==> src/rtl/fe_fft_pkg.sv <==
// Shared FFT front-end definitions: transform size, I/Q slot indices and bin-index width.
package fe_fft_pkg;

  localparam int NFFT    = 64;
  localparam int IDX_I   = 0;
  localparam int IDX_Q   = 1;
  localparam int NBW_DEF = 13;

  function automatic int clog2(input int n);
    int r = 0;
    for (int v = n - 1; v > 0; v = v >> 1) r++;
    return r;
  endfunction

  localparam int BIN_W = clog2(NFFT);

  // Complex sample at the default FFT output width, laid out as [1:0] = {Q, I}.
  typedef logic signed [NBW_DEF-1:0] sample_t;
  typedef struct packed {
    sample_t q;
    sample_t i;
  } cplx_t;

endpackage

==> src/rtl/fft64_frame_buf.sv <==
// One captured FFT frame with a LANES-wide beat read mux.
// Capture lands on the edge where i_cap is high; the read path is purely combinational.
module fft64_frame_buf
  import fe_fft_pkg::*;
#(
  parameter int NBW_IN = 13,
  parameter int LANES  = 4,
  parameter int CNT_W  = 4
) (
  input  logic                                 clk,
  input  logic                                 i_cap,
  input  logic [NFFT-1:0][1:0][NBW_IN-1:0]     i_data,
  input  logic [CNT_W-1:0]                     i_beat,
  output logic [LANES-1:0][1:0][NBW_IN-1:0]    o_data
);

  logic [NFFT-1:0][1:0][NBW_IN-1:0] r_buf;

  // Storage only; contents are meaningless until the owning full flag is set.
  always_ff @(posedge clk) begin
    if (i_cap) r_buf <= i_data;
  end

  assign o_data = r_buf[int'(i_beat) * LANES +: LANES];

endmodule

==> src/rtl/fft64_bin_serializer.sv <==
// Ping-pong capture of one-shot 64-bin FFT frames, streamed out LANES bins per beat.
// First beat one cycle after capture; holds under i_ready=0 and drops (sticky flag) a frame only when both buffers are full.
module fft64_bin_serializer
  import fe_fft_pkg::*;
#(
  parameter int NBW_IN = 13,
  parameter int NBI_IN = 6,
  parameter int LANES  = 4
) (
  input  logic                              clk,
  input  logic                              rst_async_n,
  input  logic                              i_valid,
  input  logic [NFFT-1:0][1:0][NBW_IN-1:0]  i_data,
  output logic                              o_valid,
  input  logic                              i_ready,
  output logic [LANES-1:0][1:0][NBW_IN-1:0] o_data,
  output logic [BIN_W-1:0]                  o_bin_idx,
  output logic                              o_sof,
  output logic                              o_eof,
  output logic                              o_overflow,
  input  logic                              i_clr_ovf
);

  localparam int NBEATS = NFFT / LANES;
  localparam int CNT_W  = (NBEATS > 1) ? clog2(NBEATS) : 1;

  if (LANES < 1 || LANES > NFFT || (LANES & (LANES - 1)) != 0) begin : g_bad_lanes
    $error("fft64_bin_serializer: LANES must be a power of two between 1 and 64");
  end
  if (NBI_IN > NBW_IN) begin : g_bad_nbi
    $error("fft64_bin_serializer: NBI_IN exceeds NBW_IN");
  end

  logic [1:0]       r_full;
  logic             r_wr_sel;
  logic             r_rd_sel;
  logic [CNT_W-1:0] r_cnt;
  logic             r_ovf;

  logic             w_acc;
  logic             w_last;
  logic             w_done;
  logic             w_cap;
  logic             w_drop;
  logic [1:0]       w_full_nxt;
  logic [LANES-1:0][1:0][NBW_IN-1:0] w_dat0;
  logic [LANES-1:0][1:0][NBW_IN-1:0] w_dat1;

  assign o_valid = r_full[r_rd_sel];
  assign w_acc   = o_valid & i_ready;
  assign w_last  = (r_cnt == CNT_W'(NBEATS - 1));
  assign w_done  = w_acc & w_last;

  // A buffer freed by its last beat on this edge may be refilled on the same edge.
  assign w_cap  = i_valid & (~r_full[r_wr_sel] | (w_done & (r_rd_sel == r_wr_sel)));
  assign w_drop = i_valid & ~w_cap;

  always_comb begin
    w_full_nxt = r_full;
    if (w_done) w_full_nxt[r_rd_sel] = 1'b0;
    if (w_cap)  w_full_nxt[r_wr_sel] = 1'b1;
  end

  always_ff @(posedge clk or negedge rst_async_n) begin
    if (!rst_async_n) begin
      r_full   <= '0;
      r_wr_sel <= 1'b0;
      r_rd_sel <= 1'b0;
      r_cnt    <= '0;
      r_ovf    <= 1'b0;
    end else begin
      r_full <= w_full_nxt;
      if (w_cap) r_wr_sel <= ~r_wr_sel;
      if (w_acc) begin
        r_cnt <= w_last ? '0 : r_cnt + 1'b1;
        if (w_last) r_rd_sel <= ~r_rd_sel;
      end
      if (w_drop)         r_ovf <= 1'b1;
      else if (i_clr_ovf) r_ovf <= 1'b0;
    end
  end

  fft64_frame_buf #(.NBW_IN(NBW_IN), .LANES(LANES), .CNT_W(CNT_W)) u_buf0 (
    .clk    (clk),
    .i_cap  (w_cap & ~r_wr_sel),
    .i_data (i_data),
    .i_beat (r_cnt),
    .o_data (w_dat0)
  );

  fft64_frame_buf #(.NBW_IN(NBW_IN), .LANES(LANES), .CNT_W(CNT_W)) u_buf1 (
    .clk    (clk),
    .i_cap  (w_cap & r_wr_sel),
    .i_data (i_data),
    .i_beat (r_cnt),
    .o_data (w_dat1)
  );

  assign o_data     = r_rd_sel ? w_dat1 : w_dat0;
  assign o_bin_idx  = BIN_W'(int'(r_cnt) * LANES);
  assign o_sof      = o_valid & (r_cnt == '0);
  assign o_eof      = o_valid & w_last;
  assign o_overflow = r_ovf;

endmodule

==> config.mk <==
export PLATFORM = sky130hd
export DESIGN_NAME = fft64_bin_serializer
export DESIGN_NICKNAME = d
export VERILOG_FILES = /design/src/rtl/fe_fft_pkg.sv /design/src/rtl/fft64_frame_buf.sv /design/src/rtl/fft64_bin_serializer.sv
export SDC_FILE = /design/constraint.sdc
export NUM_CORES = 2
export LEC_CHECK = 0
export BUFFER_PORTS_ARGS = -buffer_cell sky130_fd_sc_hd__clkbuf_2
export CELL_PAD_IN_SITES_DETAIL_PLACEMENT = 0
export CELL_PAD_IN_SITES_GLOBAL_PLACEMENT = 1
export CORE_AREA = 2 2 700 702
export CTS_CLUSTER_DIAMETER = 120
export DETAILED_ROUTE_END_ITERATION = 10
export DIE_AREA = 0 0 702 704
export PLACE_DENSITY_LB_ADDON = 0.15
export SLEW_MARGIN = 30
export SYNTH_ARGS = -nofsm -noshare
export SYNTH_HDL_FRONTEND = slang
export SYNTH_SLANG_ARGS = --single-unit
==> constraint.sdc <==
create_clock -name clk -period 76.9 [get_ports clk]
set_clock_uncertainty 0.05 [all_clocks]
set_input_delay 11.535 -clock clk [delete_from_list [all_inputs] [get_ports clk]]
set_output_delay 11.535 -clock clk [all_outputs]
set_load 0.02 [all_outputs]
# Word-level counts from Yosys, hierarchy flattened
# Cells that the tools add are included.
# W data, S select, Z words.
# totals
wordCells,356
out_inout_bits,114
input_bits,1669
reg_bits,3337
# op_classes
add_sub_neg,1
n_mux,14
n_shift,52
n_reduce_logical,5
n_lt_le_gt_ge,4
n_eq_ne,2
bitwise_logic,17
# ops
op,n
$shiftx A64 B7 Y4,52
$mux W104,1
$and A1 B1 Y1,9
$mux W1,8
$add A4 B1 Y4 const B,1
$eq A4 B4 Y1 const B,1
$logic_not A4 Y1,1
$lt A1 B2 Y1 const B,2
$mux W2,2
$mux W4,1
$not A1 Y1,4
$and A2 B2 Y2,1
$demux W1 S1,2
$ge A1 B1 Y1 const B,2
$logic_and A1 B1 Y1,2
$not A2 Y2,1
$or A2 B2 Y2,1
$reduce_and A2 Y1,1
$reduce_bool A2 Y1,1
$eq A1 B1 Y1,1
$or A1 B1 Y1,1

# Longest topological paths before layout
# logic_depth
ltp_word,10
ltp_mapped,10
mapped_depth_nobuf,5

# Cells and area by module
# Synthesis repeated with hierarchy kept, for this count alone.
# hier_totals
hier_cells,5238
area_unflattened_um2,125879.5
# by_module_without_submodules
module,seq_area_each_um2,instances,cells_per_inst,area_per_inst_um2
fft64_frame_buf,49967.9,2,2535,62074.5
fft64_bin_serializer,225.2,1,168,1730.4

# Worst setup path before layout
# No wires, ideal clock.
# synth_path
kind,input port to flip-flop
start,input port i_valid
end,"register u_buf1.r_buf[0] (netlist bit), enable pin"
t_required_ns,72.574
slack_ns,-18.783
setup_ns,4.276
cell_stages,2
arrival_ns,91.356
path_buffers,0
path_cell_list,nand2_1 > a21oi_1
# synth_via
elab_chain_cells,2
# synth_rtl
element,line,source
"start, declared",fft64_bin_serializer.sv:12,"input logic i_valid,"
$and A1 B1 Y1,fft64_bin_serializer.sv:55,assign w_cap = i_valid & (~r_full[r_wr_sel] | (w_done & (r_rd_sel == r_wr_sel)));
$and A1 B1 Y1,fft64_bin_serializer.sv:93,".i_cap (w_cap & r_wr_sel),"
net u_buf1.i_cap,fft64_frame_buf.sv:11,"input logic i_cap,"
"end signal, assigned",fft64_frame_buf.sv:21,if (i_cap) r_buf <= i_data;
"end, declared",fft64_frame_buf.sv:17,logic [NFFT-1:0][1:0][NBW_IN-1:0] r_buf;
# The timed path passes the listed nets, and every way through them passes these cells.
# A chain may end at the register's enable or synchronous reset.

==> impl_metrics.yaml <==
worst_setup_path:
  r2r_end: "u_buf1.r_buf[64]"
  r2r-start: "r_cnt[3]"
  critical_path_arrival_ps: 9150
  path_buf_inv: 8
  reg2reg_depth: 13
  cp-end-kind: "primary output"
  worst_path_max_delay_cell: "buf_4"
  critPathKind: "flop to primary output"
  critPathLaunchType: "flop"
  critical-path-top-delay-family: "buffers and inverters"
  critPathLaunch: "r_cnt[0]"
  cp_data_required_time_ps: 65320
  r2r_setup_slack_ps: 67270
  crit_top_cell: "buf_4"
  crit_fanout: 110
  crit_chain: "buf_12 -> buf_4 -> buf_4 -> buf_4 -> buf_12 -> buf_12 -> buf_4 -> mux4_2 -> nand2_1 -> nand2_1 -> a2111oi_0 -> a31oi_2 -> clkbuf_2"
  max_stage_delay_ps: 840
die:
  die_h_um: 704
  fp-row-count: 257
  die-area_mm2: 0.494
  initial_core_util: 0.259
  core-area_mm2: 0.487
  dieWidth_um: 702
  io_pins: 1783
clocking:
  cts.sinks: 3337
  cts_tree: "built"
  h-tree-depth: 5
  cts-resized-gates: 0
  clkTransAtPathRegs_ps: 60
  post_cts.repair.setup_buffers: 0
  clkLatencyLatePin_ps: 970
  cts_hold_buf: 0
  clk_path_buf_depth: 4
  cts-root-buf: "clkbuf_16"
  numCtsBuffers: 386
final_layout:
  final_area_mm2: 0.156
  regArea_mm2: 0.100
  area_delta_synth_final_pct: 23.0
  layout-drive-gt1-share: 0.345
  fill_cells: 47500
  final_nets: 9710
  multiInputGateArea_mm2: 0.0245
timing:
  min_period_over_period: 0.270
  finalHoldViolCount: 0
  maxSlewViolCount: 0
  rsz0062_at_grt: "false"
  timing.final.crit_period_ps: 20730
  setup_viol: 0
  relSlewSlack: 0.298
  worst_pin_slew_ps: 1050
  final.setup.tns_ps: 0
  fmax_mhz: 48.2
hold_path:
  min_from: "o_overflow"
  min_to: "o_overflow"
  hold_depth: 2
  min_path_type: "flop to flop"
logic_synthesis:
  synthArstFlopShare: 0.00270
  yosysTopAreaCell: "edfxtp_1"
  yosys_warnings: 0
  yosys_most_used_dff: "edfxtp_1"
  synth-edff-count: 3328
  synth_most_common_cell: "edfxtp_1"
  synthTopCellsByCount: "edfxtp_1, mux2i_1, mux4_2"
  netlist_top_cells_area: "edfxtp_1, mux4_2, mux2i_1, o22ai_1, nand2_1"
  synth-seq-cells: 3337
  syn-instance-count: 6095
  synth_area_per_cell_um2: 20.7
  synth_seq_area_share: 0.792
  yosysUniqueCellTypes: 42
  syn_area_mm2: 0.126
  yosys.area.top_type_share: 0.790
global_route:
  grt_pass1_wl_um: 671000
  overflow: 0
  grt.total_usage: 0.200
  grt_pass1_vias: 73300
  grt_max_degree: 157
  antenna_found_initial: 563
power_and_ir_drop:
  finalPower_mw: 5.41
  cellPowerDensity_mw_per_mm2: 34.8
  p_leak_nw: 53.1
  ir_drop_uv: 29.3
detailed_routing:
  vias: 70700
  viasPerCell: 4.73
  drc: 0
  detail_route.wl_per_cell_um: 34.1
  firstDrtPassIters: 5
  drtIter0Drc: 6049
  finalWirelength_um: 510000
  ant_nets: 0
place:
  postPlaceCellArea_mm2: 0.143
  dpl.hpwl_um: 374000
  port_buffers: 1780
  place.gp.congestion: 0.843
status:
  status: "complete, no violations"
run:
  drv_cap: 0
-- per-stage QoR --
stage	worst slack, ps	std cells	hold slack (ps)	util
floorplan	-11770	6096	461	-
global route	55430	14900	534	0.319
global placement	57130	14100	494	0.293
CTS	55960	14800	514	0.318
detailed placement	57080	14100	505	0.293
finish	56170	15000	511	0.319
-- worst max-delay path by stage --
stage / depth (start not counted) / slack [ps] / endpoint
after CTS: 13 / 55960 / o_data[48]
after global routing: 13 / 55430 / o_data[48]
after floorplan: 2 / -11770 / u_buf0.r_buf[0]
after global placement: 13 / 57130 / o_data[48]
after detailed placement: 13 / 57080 / o_data[48]
final: 13 / 56170 / o_data[48]
-- routing by layer --
layer,up-vias,track usage,share of wire
li1,29600,-,-
met1,36600,0.222,0.37
met2,2989,0.360,0.52
met3,1292,0.0646,0.079
met4,222,0.0622,0.032
met5,-,0,0.0027
-- cell usage in the layout, fill, tap and decap left out, types with 82 or more instances in the layout --
cell type / n
mux2i_1: 830
nand2_1: 197
clkbuf_1: 82
mux4_2: 419
buf_4: 95
clkbuf_2: 1780
diode_2: 139
clkinv_1: 97
o22ai_1: 395
a22oi_1: 96
nor2_1: 122
clkbuf_16: 389
edfxtp_1: 3328
-- report_power, final --
| group | leakage [nW] | internal, mW | total [mW] | switching [mW] |
|---|---|---|---|---|
| Combinational | 17.3 | 0.547 | 1.59 | 1.04 |
| Clock | 5.88 | 1.02 | 1.77 | 0.757 |
| Sequential | 30.0 | 2.02 | 2.05 | 0.0242 |
-- cell type report --
cell class,count,share of cell area
Antenna cell,139,0.00224
Clock buffer,473,0.0647
Clock inverter,225,0.0129
Inverter,5,0.000153
Multi-Input combinational cell,2395,0.158
Sequential cell,3337,0.644
Tap cell,6475,0.0521
Timing Repair Buffer,1914,0.0664
-- worst min-delay path, delay by kind of cell, from the launching register on --
family / cells / cell delay, ps
flip-flops: 1 / 390
AO/OA/AOI/OAI: 1 / 70
buffers and inverters: 1 / 60
-- flip-flops by register name, indices dropped and copies added (netlist names) --
register and count:
o_overflow 1, u_buf0.r_buf 1664, r_wr_sel 1, u_buf1.r_buf 1664, r_cnt 4, r_rd_sel 1
r_full 2
-- cell families after synthesis --
kind of cell | count (synthesis) | share of synthesized area
AND/OR/NAND/NOR | 408 | 0.0137
flip-flops | 3337 | 0.792
AO/OA/AOI/OAI | 726 | 0.0384
multiplexers | 1255 | 0.141
other | 1 | 0.0000297
XOR/XNOR | 2 | 0.000139
adder cells (fa/ha/maj) | 2 | 0.000198
buffers and inverters | 364 | 0.0148
Power figures use the tool's default switching activity.
